## src/rtl/instr_decode_ctrl.sv

```systemverilog
// Decode-stage controller: latches fetched instructions, decodes them for execute,
// redirects fetch on taken jumps/branches and inserts one bubble per load-use hazard.
module instr_decode_ctrl #(
  parameter int ADDR_W = 16,
  parameter int INS_W  = 32
) (
  input  logic              clk,
  input  logic              reset,
  input  logic [INS_W-1:0]  ins,
  input  logic [ADDR_W-1:0] current_address,
  input  logic              zero_flag,
  output logic [ADDR_W-1:0] jmp_loc,
  output logic              pc_mux_sel,
  output logic              stall,
  output logic              stall_pm,
  output logic              d_valid,
  output logic [5:0]        d_opcode,
  output logic [4:0]        d_rd,
  output logic [4:0]        d_rs1,
  output logic [4:0]        d_rs2,
  output logic [15:0]       d_imm,
  output logic [ADDR_W-1:0] d_pc
);

  localparam logic [5:0] OP_NOP   = 6'h00;
  localparam logic [5:0] OP_ALU   = 6'h01;
  localparam logic [5:0] OP_ALUI  = 6'h02;
  localparam logic [5:0] OP_LOAD  = 6'h10;
  localparam logic [5:0] OP_STORE = 6'h11;
  localparam logic [5:0] OP_JMP   = 6'h20;
  localparam logic [5:0] OP_BZ    = 6'h21;
  localparam logic [5:0] OP_HALT  = 6'h3F;

  typedef enum logic {RUN, HALTED} state_t;

  state_t            state, state_next;
  logic [INS_W-1:0]  ir;
  logic [ADDR_W-1:0] ir_pc;
  logic              ir_valid;

  logic [5:0]  ir_op;
  logic [4:0]  ir_rd, ir_rs1, ir_rs2;
  logic [15:0] ir_imm;
  logic [5:0]  dec_opcode;
  logic        src_match, hazard, is_branch, taken, halt_req, hold;

  assign ir_op  = ir[31:26];
  assign ir_rd  = ir[25:21];
  assign ir_rs1 = ir[20:16];
  assign ir_rs2 = ir[15:11];
  assign ir_imm = ir[15:0];

  // Only the registers an opcode actually reads can create a load-use hazard.
  always_comb begin
    src_match = 1'b0;
    case (ir_op)
      OP_ALU:           src_match = (ir_rs1 == d_rd) || (ir_rs2 == d_rd);
      OP_ALUI, OP_LOAD: src_match = (ir_rs1 == d_rd);
      OP_STORE:         src_match = (ir_rs1 == d_rd) || (ir_rd == d_rd);
      default:          src_match = 1'b0;
    endcase
  end

  always_comb begin
    dec_opcode = OP_NOP;
    if (ir_op inside {OP_NOP, OP_ALU, OP_ALUI, OP_LOAD, OP_STORE, OP_JMP, OP_BZ, OP_HALT})
      dec_opcode = ir_op;
  end

  always_comb begin
    hazard    = (state == RUN) && d_valid && (d_opcode == OP_LOAD) && (d_rd != 5'd0)
                && ir_valid && src_match;
    is_branch = ir_valid && ((ir_op == OP_JMP) || (ir_op == OP_BZ));
    taken     = (state == RUN) && !hazard && ir_valid
                && ((ir_op == OP_JMP) || ((ir_op == OP_BZ) && zero_flag));
    halt_req  = (state == RUN) && !hazard && ir_valid && (ir_op == OP_HALT);
    hold      = (state == HALTED) || hazard;
  end

  always_ff @(posedge clk) begin
    if (reset) state <= RUN;
    else       state <= state_next;
  end

  always_comb begin
    state_next = state;
    if (halt_req) state_next = HALTED;
  end

  // Reset gates the control outputs so fetch is never redirected or held while clearing.
  always_comb begin
    jmp_loc    = '0;
    pc_mux_sel = 1'b0;
    stall      = 1'b0;
    stall_pm   = 1'b0;
    if (!reset) begin
      if (is_branch) jmp_loc = ADDR_W'(ir_imm);
      pc_mux_sel = taken;
      stall      = hold;
      stall_pm   = hold;
    end
  end

  always_ff @(posedge clk) begin
    if (reset) begin
      ir       <= '0;
      ir_pc    <= '0;
      ir_valid <= 1'b0;
      d_valid  <= 1'b0;
      d_opcode <= '0;
      d_rd     <= '0;
      d_rs1    <= '0;
      d_rs2    <= '0;
      d_imm    <= '0;
      d_pc     <= '0;
    end else if (hold) begin
      d_valid  <= 1'b0;
      d_opcode <= '0;
      d_rd     <= '0;
      d_rs1    <= '0;
      d_rs2    <= '0;
      d_imm    <= '0;
      d_pc     <= '0;
    end else begin
      ir       <= ins;
      ir_pc    <= current_address;
      ir_valid <= ~taken;
      if (ir_valid) begin
        d_valid  <= 1'b1;
        d_opcode <= dec_opcode;
        d_rd     <= ir_rd;
        d_rs1    <= ir_rs1;
        d_rs2    <= ir_rs2;
        d_imm    <= ir_imm;
        d_pc     <= ir_pc;
      end else begin
        d_valid  <= 1'b0;
        d_opcode <= '0;
        d_rd     <= '0;
        d_rs1    <= '0;
        d_rs2    <= '0;
        d_imm    <= '0;
        d_pc     <= '0;
      end
    end
  end

endmodule

```

## config.mk

```make
export PLATFORM = sky130hd
export DESIGN_NAME = instr_decode_ctrl
export DESIGN_NICKNAME = d
export VERILOG_FILES = /design/src/rtl/instr_decode_ctrl.sv
export SDC_FILE = /design/constraint.sdc
export NUM_CORES = 1
export LEC_CHECK = 0
export CAP_MARGIN = 5
export CORE_AREA = 2 2 114 116
export CTS_CLUSTER_SIZE = 8
export DETAILED_ROUTE_END_ITERATION = 8
export DIE_AREA = 0 0 116 118
export PLACE_DENSITY = 0.61
export RECOVER_POWER = 25
export SLEW_MARGIN = 20
export SYNTH_ARGS = -nofsm -noshare
export SYNTH_HDL_FRONTEND = slang
export SYNTH_SLANG_ARGS = --single-unit
```

## constraint.sdc

```tcl
create_clock -name clk -period 4.19 [get_ports clk]
set_input_delay 1.257 -clock clk [delete_from_list [all_inputs] [get_ports clk]]
set_output_delay 1.257 -clock clk [all_outputs]
set_load 0.005 [all_outputs]
```

=== After elaboration in Yosys (flattened, before gate mapping) ===
Cells that the tools add are included.

* Input bits: 51
* Word-level logic and storage cells: 56
* Register bits after elaboration: 104

* Mux-type cells: 6
* Reductions and logical operators: 24
* Bitwise operators: 4
* Eq/ne operators: 11

{| class="wikitable"
|+ Operator list
! operator !! count
|-
| $mux W16 || 2
|-
| $eq A6 B5 Y1 const B || 3
|-
| $eq A6 B6 Y1 const B || 3
|-
| $eq A5 B5 Y1 || 3
|-
| $logic_and A1 B1 Y1 || 11
|-
| $reduce_bool A8 Y1 || 1
|-
| $eq A6 B1 Y1 const B || 1
|-
| $eq A6 B2 Y1 const B || 1
|-
| $logic_not A6 Y1 || 1
|-
| $logic_or A1 B1 Y1 || 5
|-
| $reduce_bool A5 Y1 || 1
|-
| $not A1 Y1 || 4
|-
| $reduce_or A2 Y1 || 2
|-
| $reduce_or A4 Y1 || 1
|-
| $mux W1 || 3
|-
| $pmux W1 S3 || 1
|-
| $reduce_or A3 Y1 || 1
|-
| $logic_not A1 Y1 || 1
|}

=== Logic depth before layout (Yosys ltp) ===
Gate-level depths: netlist (run 1).

* Depth in word-level cells: 11
* Mapped depth: 10

=== Worst setup path after synthesis (run 1) ===
Ideal clock, no wire load.

* Path kind: input to output
* From: in reset
* To: out pc_mux_sel
* Buffers on the path: 3
* Slack: 0.674 ns
* Stages on the path: 5
* Arrival time: 2.259 ns
* Cells stage by stage: clkbuf_1 or3_1 buf_1 clkbuf_1 nor3_1

* Longest elaborated chain between the ends: 1

{| class="wikitable"
|+ Ends and longest elaborated chain
! item !! line !! source
|-
| start, declared || 8 || <nowiki>input logic reset,</nowiki>
|-
| $mux W1 || 96 || <nowiki>if (!reset) begin</nowiki>
|-
| end, declared || 13 || <nowiki>output logic pc_mux_sel,</nowiki>
|}

No other way between the ends.

=== Worst setup path in the final report (run 1) ===
* From: reg ir[26]
* To: out pc_mux_sel

* Longest elaborated chain between the ends: 9
* Elaborated cells between the ends (all ways): 16
* Those cells by class: eq/ne: 6; mux: 2; reduce/logical: 8

{| class="wikitable"
|+ Ends and longest elaborated chain
! item !! line !! source
|-
| start, declared || 37 || <nowiki>logic [INS_W-1:0] ir;</nowiki>
|-
| start signal, assigned || 125 || <nowiki>ir <= ins;</nowiki>
|-
| $eq A6 B2 Y1 or $eq A6 B5 Y1 (tied branches) || 56 || <nowiki>case (ir_op)</nowiki>
|-
| $reduce_or A2 Y1 || 56 ||
|-
| $pmux W1 S3 || 56 ||
|-
| $logic_and A1 B1 Y1 || 72 || <nowiki>&& ir_valid && src_match;</nowiki>
|-
| $logic_not A1 Y1 || 74 || <nowiki>taken = (state == RUN) && !hazard && ir_valid</nowiki>
|-
| $logic_and A1 B1 Y1 (2 in series) || 74 ||
|-
| $logic_and A1 B1 Y1 * || 75 || <nowiki>&& ((ir_op == OP_JMP) || ((ir_op == OP_BZ) && zero_flag));</nowiki>
|-
| $mux W1 * || 96 ||
|}

Mark *: on every way between the ends. The rest lies on a longest branch, timed or not.

==> results of run 1 <==
synth_stat cells:
library cell and instances:
mux2i_1 51, nor2b_2 1, nand3_1 9, a211oi_2 1
xor2_1 5, nor4b_1 1, nor2_1 10, nor4_1 3
o21bai_1 1, a222oi_1 1, nand2b_1 96, a31oi_4 1
buf_4 10, buf_1 1, clkbuf_1 17, o31ai_1 1
o2111a_1 1, nand4_1 2, inv_1 46, nand2_1 7
or3_1 1, nor3_2 1, and3_1 1, a221oi_1 1
a31o_2 1, a211o_1 1, nor3_1 52, a21oi_1 1
buf_6 8, dfxtp_1 99, or2b_1 1, and2_1 16
xnor2_1 4, a221oi_4 1
worst min-delay path, delay by kind of cell (launching register included):
kind / cells / cell delay, ns
DFF: 1 / 0.31
buffers and inverters: 1 / 0.05
and+or+nand+nor: 1 / 0.04
per-stage QoR:
step	power [mW]	setup WS, ns	instances	cell area (sq um)	utilization (%)
floorplan	1.12	0.674	453	4250	-
global placement	1.22	0.296	718	5510	44.4
detailed placement	1.22	0.282	718	5510	44.4
CTS	2.05	0.236	733	5800	46.7
global route	2.11	0.108	733	5800	46.7
finish	2.02	0.279	733	5800	46.7
layout make-up:
cell class / count / area [sq um] / share of cell area, %
sequential: 99 / 1980 / 34.2
multi-input combinational: 272 / 1870 / 32.2
timing repair buffer: 129 / 1270 / 21.9
clock buffer: 11 / 243 / 4.19
tap: 172 / 215 / 3.71
inverter: 46 / 173 / 2.98
clock inverter: 4 / 51.3 / 0.885
state kept, by name, indices dropped and copies added (netlist names):
name / count
d_rd: 5
d_pc: 16
state: 1
d_opcode: 6
d_rs1: 5
ir: 32
d_valid: 1
d_rs2: 5
d_imm: 11
ir_valid: 1
ir_pc: 16
logic make-up (layout without fill, tap and decap cells):
kind of cell | count (synthesis) | after routing
simple gates | 201 | 201
xor+xnor | 9 | 9
mux | 51 | 51
flops | 99 | 99
compound gates | 11 | 11
buf+inv | 82 | 190
path summary, 6_finish.rpt:
| kind | startpoint | to | slack [ns] |
|---|---|---|---|
| worst max-delay path | ir[26]$_SDFFE_PP0N_ | pc_mux_sel | 0.28 |
| worst min-delay path | ir_pc[10]$_SDFFE_PP0N_ | d_pc[10]$_SDFF_PP0_ | 0.43 |
| worst max register to register | ir[26]$_SDFFE_PP0N_ | ir[6]$_SDFFE_PP0N_ | 1.55 |
| worst min register to register | ir_pc[10]$_SDFFE_PP0N_ | d_pc[10]$_SDFF_PP0_ | 0.43 |
routing by layer:
metal	GRT usage (%)	vias up	share of wire [%]
li1	-	1655	-
met1	19.7	1478	49
met2	21.7	93	44
met3	2.99	13	5.3
met4	6.55	0	1.9
met5	0	-	0
power by group through the flow:
| stage | Clock [mW] | Combinational (mW) | Sequential [mW] |
|---|---|---|---|
| floorplan | 0 | 0.0962 | 1.02 |
| global placement | 0 | 0.187 | 1.03 |
| detailed placement | 0 | 0.190 | 1.03 |
| CTS | 0.854 | 0.191 | 1.01 |
| global route | 0.891 | 0.205 | 1.01 |
| finish | 0.823 | 0.184 | 1.01 |
==> results.json, run 1 <==
{
  "htree_levels": 3,
  "fin_skew_ns": 0.00870,
  "p_leak_nw": 2.59,
  "io_pins": 124,
  "nFillCells": 1228,
  "drc": 0,
  "timing.final.crit_period_ns": 3.91,
  "synth_xor_area_share_pct": 1.85,
  "yosys_register_bits": 99,
  "syn_nets": 504,
  "rsz0062_at_grt": "no",
  "setup_violations": 0,
  "synth_top_area_cell": "dfxtp_1",
  "pwr-share-clk_pct": 40.8,
  "slowest_stage": "clkdlybuf4s50_1",
  "holdPathStages": 2,
  "finalHoldViolations": 0,
  "synth_compound_area_share_pct": 3.00,
  "critPathArrivalTime_ns": 2.65,
  "fin_nets": 608,
  "clock-sinks": 99,
  "relSlewSlack_pct": 17.8,
  "wl_per_cell_um": 13.1,
  "drt-initial-drc-count": 127,
  "syn_avg_cell_area_sq_um": 9.39,
  "ys_seq_area_share_pct": 46.6,
  "drtAntennaViolNets": 0,
  "die_y_um": 118,
  "muxShareOfSynthArea_pct": 12.0,
  "crit_chain": "nor2b_2 -> and3_1 -> mux2i_1 -> o2111a_1 -> a31o_2 -> nor3_1 -> clkdlybuf4s50_1",
  "crit_fanout": 7,
  "drv_cap": 0,
  "cts_resized": 0,
  "pwr_density_cell_nw_per_um2": 348,
  "antenna_found_initial": 0,
  "area_delta_synth_final_pct": 36.3,
  "initial_core_util_pct": 34.3,
  "firstDrtPassIters": 4,
  "portBuffers": 123,
  "vias_per_cell": 4.42,
  "clkTransAtPathRegs_ns": 0.06,
  "critPathKind": "flop to primary output",
  "final_cell_mix": "dfxtp_1, nand2b_1, clkdlybuf4s50_1, nor3_1, mux2i_1",
  "p_sw_uw": 450,
  "synthCells": 453,
  "fin_hold_ws_ns": 0.433,
  "endpoint_kind": "primary output",
  "die_area_sq_um": 13700,
  "cts_tree": "done",
  "clk_latency_ns": 0.34,
  "max_freq_ghz": 0.256,
  "globalplace.congestion": 0.783,
  "start_kind": "flop",
  "antenna_cells": 0,
  "finalWirelength_mm": 9.64,
  "power.internal_mw": 1.57,
  "pwr-share-seq_pct": 50.1,
  "cts_setup_buffers": 0,
  "maxSlewViolCount": 0,
  "finalSetupTns_ns": 0,
  "period_share_pct": 93.3,
  "ys_types": 34,
  "die_x_um": 116,
  "netlist.area_leader.share_pct": 46.6,
  "rows": 41,
  "track_usage_pct": 14.4,
  "critical_path_required_ns": 2.93,
  "grt_pass1_vias": 3145,
  "cts_buffer_depth": 2,
  "status": "complete, no violations",
  "synth_area_leaders": "dfxtp_1, nand2b_1, mux2i_1",
  "cp_top_family": "simple AND/OR/NAND/NOR gates",
  "final_common_cell": "dfxtp_1",
  "cts_root_buf": "clkbuf_16",
  "rr_worst_depth": 7,
  "yosysWarningCount": 0,
  "max_stage_delay_ns": 0.53,
  "synth_fa_ha_area_share_pct": 0,
  "tightest_slew_ns": 1.23,
  "cp.depth": 7,
  "num_vias": 3239,
  "grt_pass1_wl_mm": 15.8,
  "peakVddDrop_uv": 144,
  "syn-cell-area_sq_um": 4250,
  "synth_top_family_by_area": "simple AND/OR/NAND/NOR gates",
  "p_sw_share_pct": 22.3,
  "place_hpwl_mm": 6.71,
  "synth-simple-area-share_pct": 27.0,
  "grt_max_degree": 62,
  "cts_hold_buf": 0,
  "layout-drive-gt1-share_pct": 4.81,
  "min_path_type": "flop to flop",
  "core_area_sq_um": 12400,
  "p_comb_share_pct": 9.1,
  "grt_overflow": 0,
  "numCtsBuffers": 9,
  "critPathBufInv": 1
}
Note: power is estimated with default switching activity, not from simulation.
==> run 2: changes to the inputs <==
Settings changed: CORE_AREA 2 2 114 116 to 2 2 95 97, DIE_AREA 0 0 116 118 to 0 0 97 99, PLACE_DENSITY 0.61 to 0.83.
==> run 2 against run 1 <==
Effect of this change: sequential share of layout area is 1.1 points higher; sequential power hardly changed; setup slack worse by 0.13 ns; register-to-register slack got worse by 0.03 ns; combinational power about the same; design area down 3.2%; critical endpoint unchanged; clock-buffer cell count stayed put; critical path depth did not move.
==> results.json, run 2 (same netlist as run 1, synthesis figures left out) <==
{
  "status": "complete, no violations",
  "crit_chain": "nor2b_2 -> and3_2 -> mux2i_1 -> o2111a_1 -> a31o_2 -> nor3_1 -> clkdlybuf4s50_1",
  "rows": 34,
  "fin_skew_ns": 0.0138,
  "rr_worst_depth": 7,
  "htree_levels": 3,
  "tightest_slew_ns": 1.29,
  "fin_ws_ns": 0.152,
  "peakVddDrop_uv": 155,
  "clkTransAtPathRegs_ns": 0.09,
  "drc": 0,
  "place_ws_ns": 0.241,
  "rsz0062_at_grt": "no",
  "area_delta_synth_final_pct": 32.0,
  "vias_per_cell": 5.01,
  "die_x_um": 97,
  "pwr_density_cell_nw_per_um2": 319,
  "largest_reg_flops": 32,
  "max_stage_delay_ns": 0.55,
  "start_kind": "flop",
  "fin_hold_ws_ns": 0.434,
  "track_usage_pct": 20.0,
  "grt_max_degree": 98,
  "critPathBufInv": 1,
  "r2r_slack_ns": 1.52,
  "cp_top_family": "simple AND/OR/NAND/NOR gates",
  "firstDrtPassIters": 4,
  "crit_fanout": 7,
  "multiInputGateArea_sq_um": 1870,
  "holdPathStages": 2,
  "period_share_pct": 96.4,
  "slowest_stage": "clkdlybuf4s50_1",
  "antenna_found_initial": 0,
  "antenna_cells": 0,
  "wl_per_cell_um": 14.2,
  "timing.final.crit_period_ns": 4.04,
  "drt-initial-drc-count": 100,
  "initial_core_util_pct": 49.7,
  "portBuffers": 123,
  "place_hpwl_mm": 6.54,
  "final_design_area_no_fill_sq_um": 5610,
  "cts_buffer_depth": 2,
  "layout-drive-gt1-share_pct": 5.00,
  "grt_overflow": 0,
  "clock-sinks": 99,
  "io_pins": 124,
  "setup_violations": 0,
  "grt_pass1_vias": 3352,
  "min_from": "ir_pc[15]$_SDFFE_PP0N_",
  "critical_path_required_ns": 2.93,
  "hold_end": "d_pc[15]$_SDFF_PP0_",
  "finalWirelength_mm": 9.50,
  "final_cell_mix": "dfxtp_1, nand2b_1, clkdlybuf4s50_1, nor3_1, mux2i_1",
  "drv_cap": 0,
  "finalSetupTns_ns": 0,
  "cts_setup_buffers": 0,
  "drtAntennaViolNets": 0,
  "cts_root_buf": "clkbuf_8",
  "die_y_um": 99,
  "numCtsBuffers": 9,
  "relSlewSlack_pct": 13.8,
  "p_leak_nw": 2.54,
  "fin_nets": 607,
  "grt_pass1_wl_mm": 15.7,
  "reg_top3": "ir (32), d_pc (16), ir_pc (16)",
  "seq_area_sq_um": 1980,
  "endpoint_kind": "primary output",
  "num_vias": 3348,
  "min_path_type": "flop to flop",
  "finalHoldViolations": 0,
  "cts_tree": "done",
  "regMostFlops": "ir",
  "timing.rr.start": "ir[26]$_SDFFE_PP0N_",
  "critPathArrivalTime_ns": 2.78,
  "r2r_end": "ir[9]$_SDFFE_PP0N_",
  "maxSlewViolCount": 0,
  "max_freq_ghz": 0.248,
  "critPathKind": "flop to primary output",
  "place_area_sq_um": 5420,
  "total_power_mw": 1.79,
  "nFillCells": 711,
  "die_area_sq_um": 9600,
  "core_area_sq_um": 8550,
  "clk_latency_ns": 0.35,
  "globalplace.congestion": 0.873,
  "final_common_cell": "dfxtp_1"
}
-- run 2: layout make-up --
type / count / share of cell area, %
clock buffers: 11 / 2.52
clock inverters: 4 / 0.914
inverters: 46 / 3.08
multi-input cells: 272 / 33.3
flip-flops and latches: 99 / 35.3
well taps: 108 / 2.41
repair buffers: 128 / 22.5
-- run 2: worst max path at each step --
| stage | from | end | slack, ns | cells past startpoint |
|---|---|---|---|---|
| final | ir[26]$_SDFFE_PP0N_ | pc_mux_sel | 0.15 | 7 |
| after detailed placement | zero_flag | pc_mux_sel | 0.24 | 5 |
| after floorplan | reset | pc_mux_sel | 0.67 | 5 |
| after global placement | zero_flag | pc_mux_sel | 0.30 | 5 |
| after CTS | ir[26]$_SDFFE_PP0N_ | pc_mux_sel | 0.13 | 7 |
| after global routing | ir[26]$_SDFFE_PP0N_ | pc_mux_sel | 0.01 | 7 |
-- run 2: timing repair --
action / CTS / global route
setup endpoints to repair: 0 / 1
hold buffers: 0 / 0
gates resized for setup: 0 / 1
-- run 2: worst register-to-register path, stage by stage (launching register included) --
cell and delay (ns):
dfxtp_1 0.44, nor2b_2 0.26, and3_2 0.28, mux2i_1 0.10, o2111a_1 0.31, a31oi_4 0.22
buf_4 0.66, mux2i_1 0.32
-- run 2: routing by layer --
metal | share of wire (%) | up-vias | global-route usage, %
met4 | 1.7 | 0 | 7.15
met1 | 43 | 1570 | 24.1
li1 | - | 1651 | -
met3 | 4.7 | 15 | 3.69
met2 | 51 | 112 | 35.7
met5 | 0 | - | 0
-- run 2: through the flow --
| step | utilization (%) | cells |
|---|---|---|
| 6_report | 65.6 | 668 |
| 5_1_grt | 65.6 | 668 |
| 4_1_cts | 65.6 | 668 |
| 3_5_place_dp | 63.4 | 653 |
| 3_3_place_gp | 63.4 | 653 |
| 2_1_floorplan | - | 453 |
-- run 2: power breakdown --
group	switching (mW)	internal, mW
clock network	0.304	0.290
logic	0.0735	0.112
registers	0.0307	0.979
total	0.408	1.38
==> run 3: changes to the inputs <==
Settings changed: CELL_PAD_IN_SITES_DETAIL_PLACEMENT from default to 2, CELL_PAD_IN_SITES_GLOBAL_PLACEMENT from default to 2, CORE_AREA 2 2 95 97 to 2 2 123 125, DIE_AREA 0 0 97 99 to 0 0 125 127.
==> run 3 against run 2 <==
Effect of this change: sequential share of layout area decreased by 1.7 points; largest power group unchanged; clock-buffer cell count is the same; via count up 3.2%; die area increased by 65%.
==> results.json, run 3 (same netlist as run 1, synthesis figures left out) <==
{
  "status": "complete, no violations",
  "grt_overflow": 0,
  "cts_setup_buffers": 0,
  "tightest_slew_ns": 0.874,
  "critical_path_required_ns": 2.93,
  "grt_pass1_vias": 3867,
  "grt_max_degree": 59,
  "place_hpwl_mm": 8.75,
  "relSlewSlack_pct": 41.7,
  "regMostFlops": "ir",
  "crit_fanout": 5,
  "startpoint": "ir[28]$_SDFFE_PP0N_",
  "pwr_density_cell_nw_per_um2": 375,
  "layout-drive-gt1-share_pct": 5.87,
  "multiInputGateArea_sq_um": 1870,
  "clkTransAtPathRegs_ns": 0.07,
  "timing.final.crit_period_ns": 3.97,
  "htree_levels": 3,
  "rsz0062_at_grt": "no",
  "antenna_cells": 0,
  "final_common_cell": "dfxtp_1",
  "rows": 44,
  "endpoint_kind": "primary output",
  "p_leak_nw": 2.63,
  "clock-sinks": 99,
  "fin_nets": 608,
  "grt_pass1_wl_mm": 20.7,
  "numCtsBuffers": 9,
  "cts_buffer_depth": 2,
  "core_area_sq_um": 14400,
  "drtAntennaViolNets": 0,
  "start_kind": "flop",
  "portBuffers": 123,
  "cts_hold_buf": 0,
  "maxSlewViolCount": 0,
  "place_area_sq_um": 5530,
  "wl_per_cell_um": 17.3,
  "die_y_um": 127,
  "finalHoldViolations": 0,
  "die_x_um": 125,
  "peakVddDrop_uv": 204,
  "fin_skew_ns": 0.00559,
  "critPathKind": "flop to primary output",
  "reg_top3": "ir (32), d_pc (16), ir_pc (16)",
  "final_design_area_no_fill_sq_um": 5890,
  "drt-initial-drc-count": 127,
  "io_pins": 124,
  "fin_hold_ws_ns": 0.447,
  "min_path_type": "flop to flop",
  "num_vias": 3454,
  "max_freq_ghz": 0.252,
  "final_cell_mix": "dfxtp_1, nand2b_1, clkdlybuf4s50_1, mux2i_1, nor3_1",
  "clk_latency_ns": 0.35,
  "firstDrtPassIters": 4,
  "globalplace.congestion": 0.771,
  "cts_root_buf": "clkbuf_16",
  "vias_per_cell": 4.63,
  "total_power_mw": 2.21,
  "timing.rr.start": "ir[28]$_SDFFE_PP0N_",
  "area_delta_synth_final_pct": 38.5,
  "fin_util_pct": 40.8,
  "min_from": "ir_pc[12]$_SDFFE_PP0N_",
  "initial_core_util_pct": 29.5,
  "finalSetupTns_ns": 0,
  "drv_cap": 0,
  "die_area_sq_um": 15900,
  "track_usage_pct": 16.5,
  "largest_reg_flops": 32,
  "critPathArrivalTime_ns": 2.72,
  "drc": 0,
  "seq_area_sq_um": 1980,
  "antenna_found_initial": 0,
  "nFillCells": 1563,
  "setup_violations": 0,
  "finalWirelength_mm": 12.9,
  "cts_tree": "done",
  "period_share_pct": 94.8
}
## run 3: cell count changes in the layout (fill, tap and decap cells not counted), moves of 2 or more
cell       before  now
buf_4           4    6
clkbuf_16       0    9
bufinv_16       1    3
clkbuf_8       10    2
## run 3: per-stage QoR
step | setup slack, ns | instances
final | 0.216 | 746
after global routing | 0.0486 | 746
after CTS | 0.0751 | 746
after detailed placement | 0.223 | 730
after global placement | 0.255 | 730
after floorplan | 0.674 | 453
## run 3: worst max-delay path: stages, from the launching register on
cell	delay, ns
dfxtp_1	0.36
nor3_2	0.27
and3_2	0.31
mux2i_1	0.09
o2111a_1	0.29
a31o_2	0.29
nor3_1	0.22
clkdlybuf4s50_1	0.54
## run 3: final timing paths
kind,to,slack (ns),depth (start not counted)
worst max-delay path,pc_mux_sel,0.22,7
worst min-delay path,d_pc[12]$_SDFF_PP0_,0.45,2
worst max register to register,ir_pc[3]$_SDFFE_PP0N_,1.51,7
worst min register to register,d_pc[12]$_SDFF_PP0_,0.45,2
## run 3: area by class of cell
| cell class | instances | area share [%] |
|---|---|---|
| tap | 184 | 3.91 |
| clock buffer | 11 | 4.29 |
| timing repair buffer | 129 | 21.6 |
| clock inverter | 5 | 1.83 |
| inverter | 46 | 2.93 |
| sequential | 99 | 33.7 |
| multi-input combinational | 272 | 31.8 |
## run 3: metal layers
metal / global-route usage (%) / part of all wire (%) / vias up
li1: - / - / 1656
met1: 19.3 / 43 / 1701
met2: 29.6 / 51 / 86
met3: 2.85 / 3.5 / 11
met4: 7.71 / 1.9 / 0
met5: 0 / 0 / -
## run 3: power breakdown
group / internal (mW) / switching, mW / leakage (nW)
clock: 0.620 / 0.381 / 0.176
combinational: 0.112 / 0.0823 / 1.64
sequential: 0.979 / 0.0337 / 0.815
## run 3: timing repair
item | in CTS | in global routing
endpoints found under the hold margin | 0 | 0
setup endpoints to repair | 0 | 1
resized for setup | 0 | 2
==> edit: new RTL, settings of run 1 <==
The parameter `ADDR_W` goes from 16 to 15.
--- a/src/rtl/instr_decode_ctrl.sv
+++ b/src/rtl/instr_decode_ctrl.sv
@@ -1,7 +1,7 @@
 // Decode-stage controller: latches fetched instructions, decodes them for execute,
 // redirects fetch on taken jumps/branches and inserts one bubble per load-use hazard.
 module instr_decode_ctrl #(
-  parameter int ADDR_W = 16,
+  parameter int ADDR_W = 15,
   parameter int INS_W  = 32
 ) (
   input  logic              clk,
Interface: changed (resized current_address, d_pc and jmp_loc); port bits go from 124 to 121. No check against the original RTL was run, so the function may have changed too.
==> edit against run 1 <==
Total power decreased by 3.5%; sequential share of layout area increased by 1.6 points; die area unchanged; sequential cell count decreased by 2; synthesized area decreased by 9.4%; clock skew decreased by 0.0025 ns; cell area decreased by 6.4%; first-iteration DRC count decreased by 45%; routed wire length decreased by 4.4%; setup slack got worse by 0.21 ns; critical endpoint is now jmp_loc[6].
==> edit: results (changes against run 1) <==
Status
  • Status: complete, no violations

Clock network
  • Clk slew on worst S/H paths: 0.06 ns (about the same)
  • Root Buffer: clkbuf_16
  • Htree depth: 3 (unchanged)
  • Num CTS Buffers: 9 (unchanged)
  • Clk buf depth: 2 (unchanged)
  • Clock latency on the worst-skew pair: 0.34 ns (about the same)

Finish
  • Antenna diodes: 0 (unchanged)
  • Top Registers: ir x32, d_pc x15, ir_pc x15
  • Layout cell share with drive strength beyond 1: 6.29% (+1.5 points)
  • Filler cells: 1,238 (+0.81%)
  • Nets: 554 (-8.9%)

Synthesis
  • Complex-gate fraction of the synthesized area: 6.63% (+3.6 points)
  • Mux cell area share after synthesis: 12.6% (+0.60 points)
  • Synth warn: 0 (unchanged)
  • Synth area leaders: dfxtp_1, mux2i_1, nand2_1, and2_1, buf_4
  • Synth Area in XOR/XNOR: 1.36% (-0.49 points)
  • Asr flop ratio synth: 0% (unchanged)
  • Synth cell count leaders: dfxtp_1, nand2_1, and2_1
  • Distinct cells, synth: 43 (+26%)
  • Sequential fraction of the synthesis area: 50.4% (+3.8 points)
  • Adder-Cell Fraction of Synth Area: 0% (unchanged)
  • Synth Net Count: 449 (-11%)

STA
  • Clk_skew: 0.00620 ns (-0.00250 ns)
  • Slew of the pin with the lowest slew margin: 0.901 ns (-0.331 ns)

Global route
  • Met3 GRT Util: 4.48% (+1.5 points)
  • Largest net degree at the start of global routing: 60 (-3.2%)
  • GRT Util Overall: 13.8% (-0.63 points)
  • Vias in the first global route: 2,947 (-6.3%)
  • Global-route wire length before repair: 14,800 µm (-6.0%)
  • Antenna violations before repair: 0 (unchanged)
  • Met2 Use GR: 23.0% (+1.4 points)
  • Met1 usage: 16.2% (-3.5 points)

Routing
  • Starting DRT DRC Count: 70 (-45%)
  • Number of iterations in the first detailed-routing pass: 4 (unchanged)
  • Highest metal used: met4
  • Met2 Wirelength: 4450 µm (+5.5%)
  • Metal-1 WL: 4000 µm (-15%)
  • WL met3: 582 µm (+15%)
  • Routed length per placed instance: 13.5 µm (+2.9%)
  • Via count: 3,011 (-7.0%)

Worst setup path
  • Largest delay contributor family on the critical path: buffers and inverters
  • CP Data Required Time: 2.93 ns (about the same)
  • Worst reg-to-reg path cell count: 7 (unchanged)
  • Max stage delay on crit path: 0.49 ns (-0.04 ns)
  • Crit-path slowest cell: clkdlybuf4s50_1
  • Crit Path Max Fanout: 15 (+8)

Min path
  • Hold Path Stages: 2 (unchanged)
  • Type of the most critical hold path: flop to flop

Placement
  • GPL Wtd Cong: 0.806 (+3.0%)
  • Buffers on Ports: 120 (-2.4%)
  • HPWL after detailed placement: 6430 µm (-4.2%)

Pwr
  • P_leak: 2.50 nW (-3.5%)
  • Worst VDD drop: 176 µV (+22%)
edit: changes by cell type in the layout (fill, tap and decap cells not counted), moves of 3 or more:
cell	change
nand2b_1	-93
o2111ai_1	+4
nand2_1	+85
and3_1	+3
nand3_1	-5
mux2i_1	-4
inv_1	-38
nor3_1	-49
o21ai_0	+6
and2_1	+37
dlygate4sd3_1	-5
edit: area by class of cell:
cell class | count | share of cell area, %
sequential | 97 | 35.8
multi-input combinational | 262 | 31.2
timing repair buffer | 124 | 23.0
clock buffer | 12 | 4.91
tap | 172 | 3.96
inverter | 10 | 0.691
clock inverter | 4 | 0.484
edit: tightest hold or removal path, stage by stage, from the launching register on:
cell and delay (ns):
dfxtp_1 0.30, nand2_1 0.05, mux2i_1 0.05
edit: timing repair:
| item | 4_1_cts | 5_1_grt |
|---|---|---|
| buffers inserted | 0 | 0 |
| endpoints found under the setup margin | 0 | 1 |
| gates resized for setup | 0 | 1 |
edit: power breakdown:
group | leakage [nW] | switching [mW] | internal [mW]
clock | 0.145 | 0.342 | 0.450
sequential | 0.799 | 0.0288 | 0.959
combinational | 1.56 | 0.0700 | 0.0975
edit: stage by stage:
step	setup slack (ns)	area (µm²)	instances
floorplan	0.614	3850	399
global placement	0.110	5140	665
detailed placement	0.0397	5140	665
CTS	0.0350	5430	681
global route	0.0127	5430	681
finish	0.0698	5430	681
edit: worst paths after layout:
| check | from | slack [ns] | endpoint |
|---|---|---|---|
| setup reg to reg | ir[30] | 0.98 | d_rs1[3] |
| hold reg to reg | ir_pc[12] | 0.45 | ir_pc[12] |
| hold / removal | ir_pc[12] | 0.45 | ir_pc[12] |
| setup / recovery | reset | 0.07 | jmp_loc[6] |
